File: config.mk
export PLATFORM = sky130hd
export DESIGN_NAME = instr_fetch_decode
export DESIGN_NICKNAME = d
export VERILOG_FILES = /design/src/rtl/instr_fetch_decode.sv
export SDC_FILE = /design/constraint.sdc
export NUM_CORES = 1
export LEC_CHECK = 0
export BUFFER_PORTS_ARGS = -buffer_cell sky130_fd_sc_hd__buf_2
export CORE_MARGIN = 1
export CORE_UTILIZATION = 40
export CTS_BUF_LIST = sky130_fd_sc_hd__clkbuf_16
export DETAILED_ROUTE_END_ITERATION = 8
export PLACE_DENSITY = 0.77
export SLEW_MARGIN = 15
export SYNTH_ARGS = -nofsm -noshare
export SYNTH_HDL_FRONTEND = slang
export SYNTH_SLANG_ARGS = --single-unit
File: constraint.sdc
create_clock -name clk -period 2.5 [get_ports clk]
set_input_delay 0.75 -clock clk [delete_from_list [all_inputs] [get_ports clk]]
set_output_delay 0.75 -clock clk [all_outputs]
set_load 0.01 [all_outputs]
File: src/rtl/instr_fetch_decode.sv
// rtl/instr_fetch_decode.sv - PC sequencer, imem handshake, IR and opcode/immediate decode
module instr_fetch_decode #(
    parameter logic [15:0] RESET_PC = 16'h0000,
    parameter logic [15:0] PC_STEP  = 16'd2
) (
    input  logic        clk,
    input  logic        rst_n,
    output logic        imem_req,
    output logic [15:0] imem_addr,
    input  logic        imem_ack,
    input  logic [15:0] imem_rdata,
    input  logic        branch_valid,
    input  logic [15:0] branch_target,
    input  logic        stall,
    output logic        dec_valid,
    output logic [15:0] dec_pc,
    output logic [3:0]  dec_opcode,
    output logic [11:0] dec_field,
    output logic [1:0]  dec_ext_sel,
    output logic [15:0] fetch_count
);

    typedef enum logic [1:0] {
        S_RESET = 2'd0,
        S_FETCH = 2'd1,
        S_VALID = 2'd2
    } state_t;

    state_t      state;
    logic [15:0] pc;
    logic [15:0] ir;

    // Fetch sequencer: branch redirect outranks both the memory ack and the stall hold
    always_ff @(posedge clk or negedge rst_n) begin
        if (!rst_n) begin
            state       <= S_RESET;
            pc          <= RESET_PC;
            ir          <= 16'h0000;
            dec_pc      <= 16'h0000;
            fetch_count <= 16'h0000;
        end else begin
            case (state)
                S_RESET: begin
                    state <= S_FETCH;
                end
                S_FETCH: begin
                    if (branch_valid) begin
                        // Returned data (if any) belongs to the abandoned path
                        pc <= branch_target;
                    end else if (imem_ack) begin
                        ir     <= imem_rdata;
                        dec_pc <= pc;
                        pc     <= pc + PC_STEP;
                        state  <= S_VALID;
                    end
                end
                S_VALID: begin
                    if (branch_valid) begin
                        pc    <= branch_target;
                        state <= S_FETCH;
                        // A stalled instruction is squashed, so it is not counted
                        if (!stall) begin
                            fetch_count <= fetch_count + 16'd1;
                        end
                    end else if (!stall) begin
                        fetch_count <= fetch_count + 16'd1;
                        state       <= S_FETCH;
                    end
                end
                default: begin
                    state <= S_RESET;
                end
            endcase
        end
    end

    // Handshake outputs come from registered state only, so reset drops them asynchronously
    assign imem_req   = (state == S_FETCH);
    assign dec_valid  = (state == S_VALID);
    assign imem_addr  = pc;
    assign dec_opcode = ir[15:12];
    assign dec_field  = ir[11:0];

    // Extend-select for the sign-extension stage, chosen by opcode group
    always_comb begin
        dec_ext_sel = 2'b10;
        case (ir[15:12])
            4'h0, 4'h1, 4'h2, 4'h3,
            4'h4, 4'h5, 4'h6, 4'h7: dec_ext_sel = 2'b10;
            4'h8, 4'h9, 4'hA, 4'hB: dec_ext_sel = 2'b01;
            4'hC:                   dec_ext_sel = 2'b11;
            default:                dec_ext_sel = 2'b00;
        endcase
    end

endmodule

==> metrics.log, run 1 <==
INFO  metric floorplan.initialDensity = 41.6%
INFO  metric ys_seq_elements = 66
INFO  metric drt.antenna.violating_nets = 0
INFO  metric clock-sinks = 66
INFO  metric first_global_vias = about 2200
INFO  metric io_pins = 105
INFO  metric synthesis.area_per_instance = 11.7 um^2
INFO  metric ys_async_sr_fraction = 100%
INFO  metric worst_path_largest_cell_delay = approximately 420 ps
INFO  metric maxClockFrequency = 466 MHz
INFO  metric numCtsBuffers = 9
INFO  metric synth_top_family_by_area = simple AND/OR/NAND/NOR gates
INFO  metric grt_setup_unrepaired = false
INFO  metric synth_top_area_share = 54.4%
INFO  metric cap_viol_max_count = 0
INFO  metric cts-resized-gates = 0
INFO  metric cp_cell_sequence = inv_1 > ha_1 > buf_2
INFO  metric synth.lib_cells_used.distinct = 40
INFO  metric floorplan.rows = 31
INFO  metric post-route-period-util = 85.9%
INFO  metric crit_fanout = 9
INFO  metric crit_path_top_delay_cell = sky130_fd_sc_hd__dfrtp_1
INFO  metric synthesis.yosys.warnings = 0
INFO  metric core = 0.00729 mm^2
INFO  metric fillerInstances = 669
INFO  metric grt_first_pass_wirelength = 10700 um
INFO  metric data_required_time_at_the_worst_endpoint = 1750 ps
INFO  metric nNetsFinal = 413
INFO  metric postRouteWirelength = 6840 um
INFO  metric vdd.ir_drop.worst = 0.000578 V
INFO  metric htreeDepth = 3
INFO  metric postSynthCellCount = 259
INFO  metric synthAdderAreaFrac = approximately 2.9%
INFO  metric timing_hold_violations_final = 0
INFO  metric num_vias = 2447
INFO  metric cts-root-to-sink-buffers = 2
INFO  metric share_of_post_route_cells_with_drive_strength_above_1 = a little over two fifths
INFO  metric area_delta_synth_final = 30.4%
INFO  metric detailedPlace.worstSlack = 433 ps
INFO  metric worstHoldPathType = in -> async
INFO  metric finalWorstPathRequiredPeriod = 2150 ps
INFO  metric synth-xor-area-share = 4.33%
INFO  metric wire_per_inst = 14.5 um
INFO  metric place.detailed.instances = approximately 460
INFO  metric timing.max_slew.rel_slack = 62.4%
INFO  metric finalMaxSlewViolations = 0
INFO  metric grt_remaining_overflow = 0
INFO  metric tightest_slew = 562 ps
INFO  metric synthFlopType = sky130_fd_sc_hd__dfrtp_1
INFO  metric post-cts-setup-buffers = 0
INFO  metric run_status = finished clean
INFO  metric synth_top_cell_by_area = sky130_fd_sc_hd__dfrtp_1
INFO  metric count_of_port_buffers_added_during_placement = 104
INFO  metric type_of_the_worst_setup_path = reg -> out
INFO  metric skew = 5.67 ps
INFO  metric arrival = 1400 ps
INFO  metric drc = 0
INFO  metric clock_tree_from_tritoncts = done
INFO  metric synth_area_leaders = sky130_fd_sc_hd__dfrtp_1, sky130_fd_sc_hd__mux2_2, sky130_fd_sc_hd__ha_1
INFO  metric grt_max_degree = between 40 and 50
INFO  metric synth.cell_area = 0.00303 mm^2
INFO  metric worstSetupStartpointType = flop
INFO  metric p_per_area = 1290 mW/mm^2
INFO  metric critPathTopFamily = flip-flops
INFO  metric synth_compound_area_share = 9.53%
INFO  metric clock-root-buffer = sky130_fd_sc_hd__clkbuf_16
INFO  metric insertion_delay = 320 ps
INFO  metric syn-num-nets = 303
INFO  metric antenna-diode-count = 0
INFO  metric synth_seq_area_share = approximately 54%
INFO  metric worstSetupEndpointType = output port
INFO  metric setup-tns-final = 0 ps
INFO  metric worst-path-buf-inv = 2
INFO  metric final_cells = 473
INFO  metric die_width = 89.1 um
INFO  metric ys_top_cells_by_count = sky130_fd_sc_hd__dfrtp_1, sky130_fd_sc_hd__mux2_2, sky130_fd_sc_hd__nand2_1
INFO  metric p_leak = about 1.9 nW
INFO  metric first_iter_violations = roughly 160
INFO  metric path_clk_slew = approximately 50 ps
INFO  metric vias_per_cell = 5.17
INFO  metric final_critical_path_setup_slack = about 350 ps
INFO  metric gp_congestion = 0.853
INFO  metric detailed_place_hpwl = 5060 um
INFO  metric finalSetupViolCount = 0
INFO  metric post_synth_and_or_nand_nor_area_fraction = about an eighth
INFO  metric die_area = 0.00794 mm^2
INFO  metric chipHeight = 89.1 um
INFO  metric drt_pass1_iterations = 5
INFO  metric antenna_found_initial = 0
INFO  metric globalRouteTotalUtil = roughly 18%
INFO  metric muxShareOfSynthArea = 13.3%
INFO  metric cts_hold_buf = 0
INFO  metric synth.most_common_cell = sky130_fd_sc_hd__dfrtp_1
INFO  metric number_of_enable_type_register_cells_in_the_synthesized_netlist = 0
## cells by family (layout without fill, tap and decap cells)
logic type / Yosys count / in the layout
buffers and inverters: 13 / 128
adder cells (fa/ha/maj): 7 / 7
AO/OA/AOI/OAI: 44 / 44
flip-flops: 66 / 66
multiplexers: 36 / 36
XOR/XNOR: 15 / 15
AND/OR/NAND/NOR: 78 / 78
## power by group
group          switching (mW)  internal (mW)  total, mW  leakage [nW]
registers               0.401           1.52       1.92         0.797
clock network           0.423          0.759       1.18         0.148
logic                    1.06          0.923       1.99         0.970
## placed cells by master, fill, tap and decap left out, drive strengths merged, types with 3 or more instances in the layout
master / n
nand4: 5
xor2: 6
buf: 108
mux2: 34
o22ai: 6
xnor2: 9
a2bb2oi: 3
a31oi: 3
ha: 7
inv: 5
nor3: 8
a311oi: 5
and3: 6
and4: 4
o21ai: 8
nand2: 22
clkbuf: 9
a21oi: 12
clkinv: 5
dfrtp: 66
nand3: 13
nor2: 10
## metal layers
| layer | up-vias | share of wire (%) | track usage (%) |
|---|---|---|---|
| met2 | 75 | 50 | 29.4 |
| met3 | 2 | 5.1 | 3.88 |
| met5 | - | 0 | 0 |
| met4 | 0 | 0.56 | 7.94 |
| met1 | 1197 | 44 | 23.0 |
| li1 | 1173 | - | - |
## worst paths after layout
kind / startpoint / endpoint / slack [ps] / cells past startpoint
min in group clk: fetch_count[15] / fetch_count[15] / 480 / 1
worst min-delay path: rst_n / ir[10] / 370 / 1
worst max-delay path: state[0] / dec_valid / 350 / 3
worst max register to register: state[0] / imem_addr[13] / 440 / 6
worst min register to register: fetch_count[15] / fetch_count[15] / 480 / 1
max in group asynchronous: rst_n / dec_pc[1] / 1530 / 2
## area by class of cell
type                       instances  area [um^2]  share of cell area, %
multi-input combinational        180         1320                   33.2
timing repair buffer             108          563                   14.2
clock buffer                       9          225                   5.69
tap                               99          124                   3.13
sequential                        66         1650                   41.8
clock inverter                     7         61.3                   1.55
inverter                           4         15.0                  0.380
## state kept, by name, summed over array words and instances (netlist names)
name	cells
dec_pc	16
ir	16
fetch_count	16
state	2
imem_addr	16
## worst register-to-register path, stage by stage (launching register included)
cell,delay [ps]
sky130_fd_sc_hd__dfrtp_1,410
sky130_fd_sc_hd__inv_1,100
sky130_fd_sc_hd__ha_1,350
sky130_fd_sc_hd__and2_1,230
sky130_fd_sc_hd__a31oi_1,460
sky130_fd_sc_hd__nor2_1,140
sky130_fd_sc_hd__a211oi_1,280
## metrics by stage
step	hold WS (ps)	power, mW	instance area [um^2]	util (%)
final	374	5.09	3960	54.2
after global routing	414	5.50	3960	54.2
after CTS	382	5.15	3960	54.2
after detailed placement	476	3.94	3670	50.3
after global placement	458	3.85	3670	50.3
after floorplan	454	3.17	3030	-
Note: power is estimated with default switching activity, not from simulation.
==> run 2: changes to the inputs <==
- CELL_PAD_IN_SITES_DETAIL_PLACEMENT: not set -> 1
- CELL_PAD_IN_SITES_GLOBAL_PLACEMENT: not set -> 2
- CORE_UTILIZATION: 40 -> 28
- PLACE_DENSITY: 0.77 -> 0.87
- clock period: 2.5 -> 1.8 ns (I/O delays scaled with it)
==> run 2 against run 1 <==
  * First-iteration DRC count decreased by 34%
  * Critical path depth increased by 3
  * Global-route usage fell by 2.5 points
  * Sequential cell count stayed put
  * Register-to-register slack worse by 400 ps
  * Power is 54% higher
  * Sequential power grew 38%
  * Clock-buffer cell count unchanged
  * Combinational power rose by 69%
  * Critical path type is now reg -> reg
  * Largest cell class unchanged
==> metrics.log, run 2 (synthesis gave the netlist of run 1 again) <==
INFO  metric drt_pass1_iterations = 4 (-1)
INFO  metric htreeDepth = 3 (unchanged)
INFO  metric finalSetupViolCount = 0 (unchanged)
INFO  metric floorplan.initialDensity = 29.1% (-12 points)
INFO  metric globalRouteTotalUtil = 15.5% (-2.5 points)
INFO  metric tightest_slew = 411 ps (-151 ps)
INFO  metric setup-tns-final = 0 ps (unchanged)
INFO  metric worstSetupStartpointType = flop
INFO  metric core = 0.0104 mm^2 (+43%)
INFO  metric first_iter_violations = 103 (-34%)
INFO  metric numCtsBuffers = 9 (unchanged)
INFO  metric clock-sinks = 66 (unchanged)
INFO  metric clock-root-buffer = sky130_fd_sc_hd__clkbuf_16
INFO  metric tot_pwr = 7.84 mW (+54%)
INFO  metric clock_tree_from_tritoncts = done
INFO  metric worstHoldPathType = in -> async
INFO  metric mostFrequentLayoutCell = sky130_fd_sc_hd__buf_2
INFO  metric timing.max_slew.rel_slack = 72.6% (+10 points)
INFO  metric worstSetupEndpointType = flop
INFO  metric post-route-period-util = 97.9%
INFO  metric path_clk_slew = 60 ps (about the same)
INFO  metric grt_first_pass_wirelength = 13500 um (+26%)
INFO  metric grt_setup_unrepaired = true
INFO  metric vias_per_cell = 4.92 (-4.9%)
INFO  metric nNetsFinal = 427 (+3.4%)
INFO  metric maxClockFrequency = around 570 MHz
INFO  metric p_per_area = 1850 mW/mm^2 (+44%)
INFO  metric finish.utilization = 40.7% (-14 points)
INFO  metric final_cell_area = 0.00424 mm^2 (+7.1%)
INFO  metric finalWorstPathRequiredPeriod = 1760 ps
INFO  metric postRouteWirelength = 8450 um (+23%)
INFO  metric finalMaxSlewViolations = 0 (unchanged)
INFO  metric io_pins = 105 (unchanged)
INFO  metric count_of_port_buffers_added_during_placement = 104 (unchanged)
INFO  metric wire_per_inst = 16.1 um (+11%)
INFO  metric reg2reg_setup_slack = 40 ps (-400 ps)
INFO  metric final_cells = 524 (+11%)
INFO  metric type_of_the_worst_setup_path = reg -> reg
INFO  metric layout.cells.most_common_list = sky130_fd_sc_hd__buf_2, sky130_fd_sc_hd__dfrtp_1, sky130_fd_sc_hd__mux2_2
INFO  metric p_leak = 2.01 nW (+5.1%)
INFO  metric grt_max_degree = 30 (-38%)
INFO  metric skew = 8.10 ps (+2.43 ps)
INFO  metric grt_remaining_overflow = 0 (unchanged)
INFO  metric cap_viol_max_count = 0 (unchanged)
INFO  metric share_of_post_route_cells_with_drive_strength_above_1 = 48.5% (+5.4 points)
INFO  metric timing_hold_violations_final = 0 (unchanged)
INFO  metric cts-root-to-sink-buffers = 2 (unchanged)
INFO  metric die_area = 0.0113 mm^2 (+42%)
INFO  metric detailed_place_hpwl = 6200 um (+22%)
INFO  metric die_width = 106 um (+19%)
INFO  metric num_vias = 2578 (+5.4%)
INFO  metric fillerInstances = 1195 (+79%)
INFO  metric placedInstanceArea = 0.00384 mm^2 (+4.6%)
INFO  metric floorplan.rows = 37 (+19%)
INFO  metric chipHeight = 106 um (+19%)
INFO  metric antenna_found_initial = 0 (unchanged)
INFO  metric gp_congestion = 0.813 (-4.7%)
INFO  metric drc = 0 (unchanged)
INFO  metric insertion_delay = 320 ps (about the same)
INFO  metric data_required_time_at_the_worst_endpoint = 1990 ps (+240 ps)
INFO  metric crit_fanout = 13 (+4)
INFO  metric antenna-diode-count = 0 (unchanged)
INFO  metric vdd.ir_drop.worst = 0.000737 V (+28%)
INFO  metric drt.antenna.violating_nets = 0 (unchanged)
INFO  metric run_status = finished clean
INFO  metric place.detailed.instances = 506 (+11%)
INFO  metric arrival = 1950 ps (+550 ps)
INFO  metric first_global_vias = 2593 (+15%)
INFO  metric area_delta_synth_final = 39.7%
==> run 2: changes by cell type in the layout (fill, tap and decap cells not counted), sizes merged <==
cell / change
clkinv: -2
bufinv: +1
buf: +14
clkinvlp: +1
==> run 2: path summary, 6_finish.rpt <==
check	endpoint	cells after the start	from
setup / recovery	imem_addr[13]	6	state[1]
hold / removal	dec_pc[5]	1	rst_n
setup reg to reg	imem_addr[13]	6	state[1]
hold reg to reg	fetch_count[15]	1	fetch_count[15]
max in group asynchronous	ir[12]	2	rst_n
min in group clk	ir[11]	2	imem_rdata[11]
==> run 2: routing by layer <==
metal	share of wire, %	global-route usage, %	vias up
met3	3.7	2.94	12
met5	0	0	-
met1	45	19.9	1289
met4	1.6	5.36	0
li1	-	-	1201
met2	50	26.0	76
==> run 2: cell type report <==
cell class	instances	area (um^2)	share of cell area, %
well taps	136	170	4.02
repair buffers	122	699	16.5
clock buffers	9	225	5.31
clock inverters	7	85.1	2.01
multi-input cells	180	1390	32.8
flip-flops and latches	66	1650	39.0
inverters	4	15.0	0.354
==> run 2: where the power goes <==
group	total, mW	internal, mW	switching [mW]
registers	2.65	2.11	0.538
clock network	1.83	1.20	0.630
logic	3.36	1.60	1.77
total	7.84	4.91	2.94
==> run 2: timing repair <==
action | in CTS | in global routing
pin swaps | 0 | 3
setup buffers | 0 | 2
resized for setup | 1 | 16
endpoints found under the setup margin | 11 | 17
hold buffers | 0 | 0
==> run 2: critical path, stage by stage, from the launching register on <==
cell                       delay [ps]
sky130_fd_sc_hd__dfrtp_1          410
sky130_fd_sc_hd__inv_2            120
sky130_fd_sc_hd__ha_4             230
sky130_fd_sc_hd__and2_4           180
sky130_fd_sc_hd__a31o_4           270
sky130_fd_sc_hd__a311oi_1         360
sky130_fd_sc_hd__a211oi_2          70
==> run 2: stage by stage <==
step | hold slack [ps] | worst slack (ps)
final | 145 | 38.3
after global routing | 168 | -18.5
after CTS | 150 | -43.6
after detailed placement | 469 | -9.23
after global placement | 465 | 65.7
after floorplan | 244 | 22.4
==> run 3: changes to the inputs <==
- ABC_AREA: not set -> 1
- CORE_UTILIZATION: 28 -> 26
- PLACE_DENSITY: 0.87 -> 0.86
==> run 3 against run 2 <==
  * Clock power is 9% lower
  * First-iteration DRC count is 33% lower
  * Worst hold slack gained 80 ps
  * Clock skew down 3.6 ps
  * Routed wire length rose by 11%
  * Sequential share of layout area decreased by 1.9 points
  * Register-to-register slack gained 160 ps
  * Critical path depth decreased by 3
  * Design area is 5.1% higher
  * Synthesized cell count up 53%
  * Largest power group unchanged
  * Setup slack gained 3.0 ps
==> metrics.log, run 3 <==
INFO  metric run_status = finished clean
INFO  metric first_iter_violations = 69 (-33%)
INFO  metric post-route-period-util = 97.7% (-0.17 points)
INFO  metric tightest_slew = 382 ps (-28.9 ps)
INFO  metric synthesis.area_per_instance = 8.41 um^2 (-28%)
INFO  metric die_width = 115 um (+8.6%)
INFO  metric first_global_vias = 3159 (+22%)
INFO  metric floorplan.initialDensity = 27.2% (-2.0 points)
INFO  metric post_synth_and_or_nand_nor_area_fraction = 26.4% (+13 points)
INFO  metric finalSetupViolCount = 0 (unchanged)
INFO  metric p_per_area = 1760 mW/mm^2 (-5.1%)
INFO  metric worstSetupStartpointType = flop
INFO  metric finalWorstPathRequiredPeriod = 1760 ps (-3.01 ps)
INFO  metric synth.most_common_cell = sky130_fd_sc_hd__nand2_1
INFO  metric synthAdderAreaFrac = 2.63% (-0.26 points)
INFO  metric reg2reg_setup_slack = 200 ps (+160 ps)
INFO  metric postSynthCellCount = 396 (+53%)
INFO  metric synth_top_cell_by_area = sky130_fd_sc_hd__dfrtp_1
INFO  metric numCtsBuffers = 9 (unchanged)
INFO  metric final_cells = 685 (+31%)
INFO  metric synth_compound_area_share = 6.61% (-2.9 points)
INFO  metric antenna-diode-count = 0 (unchanged)
INFO  metric timing_hold_violations_final = 0 (unchanged)
INFO  metric grt_use_met2 = 24.9% (-1.0 points)
INFO  metric finalMaxSlewViolations = 0 (unchanged)
INFO  metric synth_top_area_share = 49.6% (-4.8 points)
INFO  metric clock-root-buffer = sky130_fd_sc_hd__clkbuf_16
INFO  metric worstHoldPathType = in -> async
INFO  metric data_required_time_at_the_worst_endpoint = 1260 ps (-730 ps)
INFO  metric wire_per_inst = 13.7 um (-15%)
INFO  metric count_of_port_buffers_added_during_placement = 104 (unchanged)
INFO  metric crit_fanout = 3 (-10)
INFO  metric top_usage_layer = met2
INFO  metric path_clk_slew = 50 ps (about the same)
INFO  metric clock-sinks = 66 (unchanged)
INFO  metric clock_tree_from_tritoncts = done
INFO  metric floorplan.rows = 40 (+8.1%)
INFO  metric number_of_enable_type_register_cells_in_the_synthesized_netlist = 0 (unchanged)
INFO  metric setup-tns-final = 0 ps (unchanged)
INFO  metric type_of_the_worst_setup_path = reg -> out
INFO  metric grt_util_met1 = 20.2% (+0.29 points)
INFO  metric synth_top_family_by_area = simple AND/OR/NAND/NOR gates
INFO  metric synth.lib_cells_used.distinct = 31 (-23%)
INFO  metric muxShareOfSynthArea = 5.75% (-7.5 points)
INFO  metric share_of_post_route_cells_with_drive_strength_above_1 = 31.5% (-17 points)
INFO  metric synthesis.yosys.warnings = 0 (unchanged)
INFO  metric grt_setup_unrepaired = true
INFO  metric postRouteWirelength = 9410 um (+11%)
INFO  metric critPathLaunch = ir[12]
INFO  metric maxClockFrequency = 569 MHz (+0.17%)
INFO  metric vias_per_cell = 4.40 (-11%)
INFO  metric timing.max_slew.rel_slack = 74.5% (+1.8 points)
INFO  metric htreeDepth = 3 (unchanged)
INFO  metric holdWs = 224 ps (+79.6 ps)
INFO  metric gp_congestion = 0.808 (-0.60%)
INFO  metric drc = 0 (unchanged)
INFO  metric syn-num-nets = 440 (+45%)
INFO  metric grt_max_degree = 67 (+120%)
INFO  metric grtUsageMet3 = 2.21% (-0.73 points)
INFO  metric worstSetupEndpointType = output port
INFO  metric num_vias = 3014 (+17%)
INFO  metric fillerInstances = 1508 (+26%)
INFO  metric finish.utilization = 36.3% (-4.4 points)
INFO  metric io_pins = 105 (unchanged)
INFO  metric place.detailed.instances = 668 (+32%)
INFO  metric mostFrequentLayoutCell = sky130_fd_sc_hd__nand2_1
INFO  metric ff_to_ff_start = state[1]
INFO  metric synth_seq_area_share = 49.6% (-4.8 points)
INFO  metric cap_viol_max_count = 0 (unchanged)
INFO  metric die_area = 0.0133 mm^2 (+18%)
INFO  metric detailed_place_hpwl = 7200 um (+16%)
INFO  metric synth.cell_area = 0.00333 mm^2 (+9.8%)
INFO  metric vdd.ir_drop.worst = 0.000721 V (-2.2%)
INFO  metric antenna_found_initial = 0 (unchanged)
INFO  metric core = 0.0123 mm^2 (+18%)
INFO  metric ys_seq_elements = 66 (unchanged)
INFO  metric drt_pass1_iterations = 4 (unchanged)
INFO  metric nNetsFinal = 556 (+30%)
INFO  metric layout.cells.most_common_list = sky130_fd_sc_hd__nand2_1, sky130_fd_sc_hd__buf_2, sky130_fd_sc_hd__dfrtp_1
INFO  metric skew = 4.55 ps (-3.56 ps)
INFO  metric area.sequential = 0.00165 mm^2 (unchanged)
INFO  metric p_leak = 2.31 nW (+15%)
INFO  metric multi_input_area = 0.00152 mm^2 (+9.4%)
INFO  metric ys_top_cells_by_count = sky130_fd_sc_hd__nand2_1, sky130_fd_sc_hd__dfrtp_1, sky130_fd_sc_hd__nor2_1
INFO  metric ys_async_sr_fraction = 100% (unchanged)
INFO  metric grt_first_pass_wirelength = 15600 um (+15%)
INFO  metric synth_area_leaders = sky130_fd_sc_hd__dfrtp_1, sky130_fd_sc_hd__nand2_1, sky130_fd_sc_hd__mux2_2
INFO  metric insertion_delay = 330 ps (about the same)
INFO  metric globalRouteTotalUtil = 15.4% (-0.078 points)
INFO  metric area_delta_synth_final = 33.7%
INFO  metric arrival = 1220 ps (-730 ps)
INFO  metric chipHeight = 115 um (+8.6%)
INFO  metric synth-xor-area-share = 2.89% (-1.4 points)
INFO  metric grt_remaining_overflow = 0 (unchanged)
INFO  metric synthFlopType = sky130_fd_sc_hd__dfrtp_1
INFO  metric cts-root-to-sink-buffers = 2 (unchanged)
INFO  metric drt.antenna.violating_nets = 0 (unchanged)
## run 3: final timing paths
check / to / cells after the start
worst max-delay path: dec_ext_sel[0] / 3
worst min-delay path: fetch_count[1] / 2
worst max register to register: imem_addr[5] / 9
worst min register to register: dec_pc[5] / 2
max in group asynchronous: fetch_count[0] / 2
min in group clk: ir[4] / 2
## run 3: routing by layer
layer | vias to the layer above | wire [um]
met2 | 78 | 4310
met3 | 14 | 367
met5 | - | 0
met4 | 0 | 207
met1 | 1427 | 4520
li1 | 1495 | -
## run 3: power by group
part	leakage (nW)	total [mW]	internal (mW)	switching (mW)
registers	0.818	2.67	2.11	0.558
logic	1.34	3.48	1.47	2.02
clock network	0.148	1.67	1.04	0.623
## run 3: through the flow
stage | power [mW] | area (um^2) | setup slack, ps
2_1_floorplan | 4.58 | 3330 | 211
3_3_place_gp | 5.94 | 4120 | 107
3_5_place_dp | 6.12 | 4120 | 43.5
4_1_cts | 7.90 | 4430 | 7.24
5_1_grt | 8.50 | 4450 | -17.2
6_report | 7.82 | 4450 | 41.3
## run 3: critical path, cell delays in order, from the launching register on
cell and delay, ps:
sky130_fd_sc_hd__dfrtp_1 380, sky130_fd_sc_hd__or2_4 260, sky130_fd_sc_hd__a21boi_2 110, sky130_fd_sc_hd__buf_2 140
## run 3: layout make-up
class	count	share of cell area, %
clock inverters	7	1.21
inverters	39	3.29
multi-input cells	281	34.2
flip-flops and latches	66	37.1
well taps	168	4.72
clock buffers	9	5.06
repair buffers	115	14.5
## run 3: timing repair
item,4_1_cts,5_1_grt
setup buffers,1,0
hold buffers,0,0
hold endpoints to repair,0,0
gates resized for setup,7,5
pin swaps,1,2
setup endpoints to repair,4,5
## run 3: cell families (layout without fill, tap and decap cells)
kind of cell / count (synthesis) / after routing
and+or+nand+nor: 205 / 205
DFF: 66 / 66
buffers and inverters: 49 / 170
AOI/OAI and AO/OA: 41 / 41
muxes: 17 / 17
xor gates and xnor gates: 11 / 11
adders and majority gates: 7 / 7
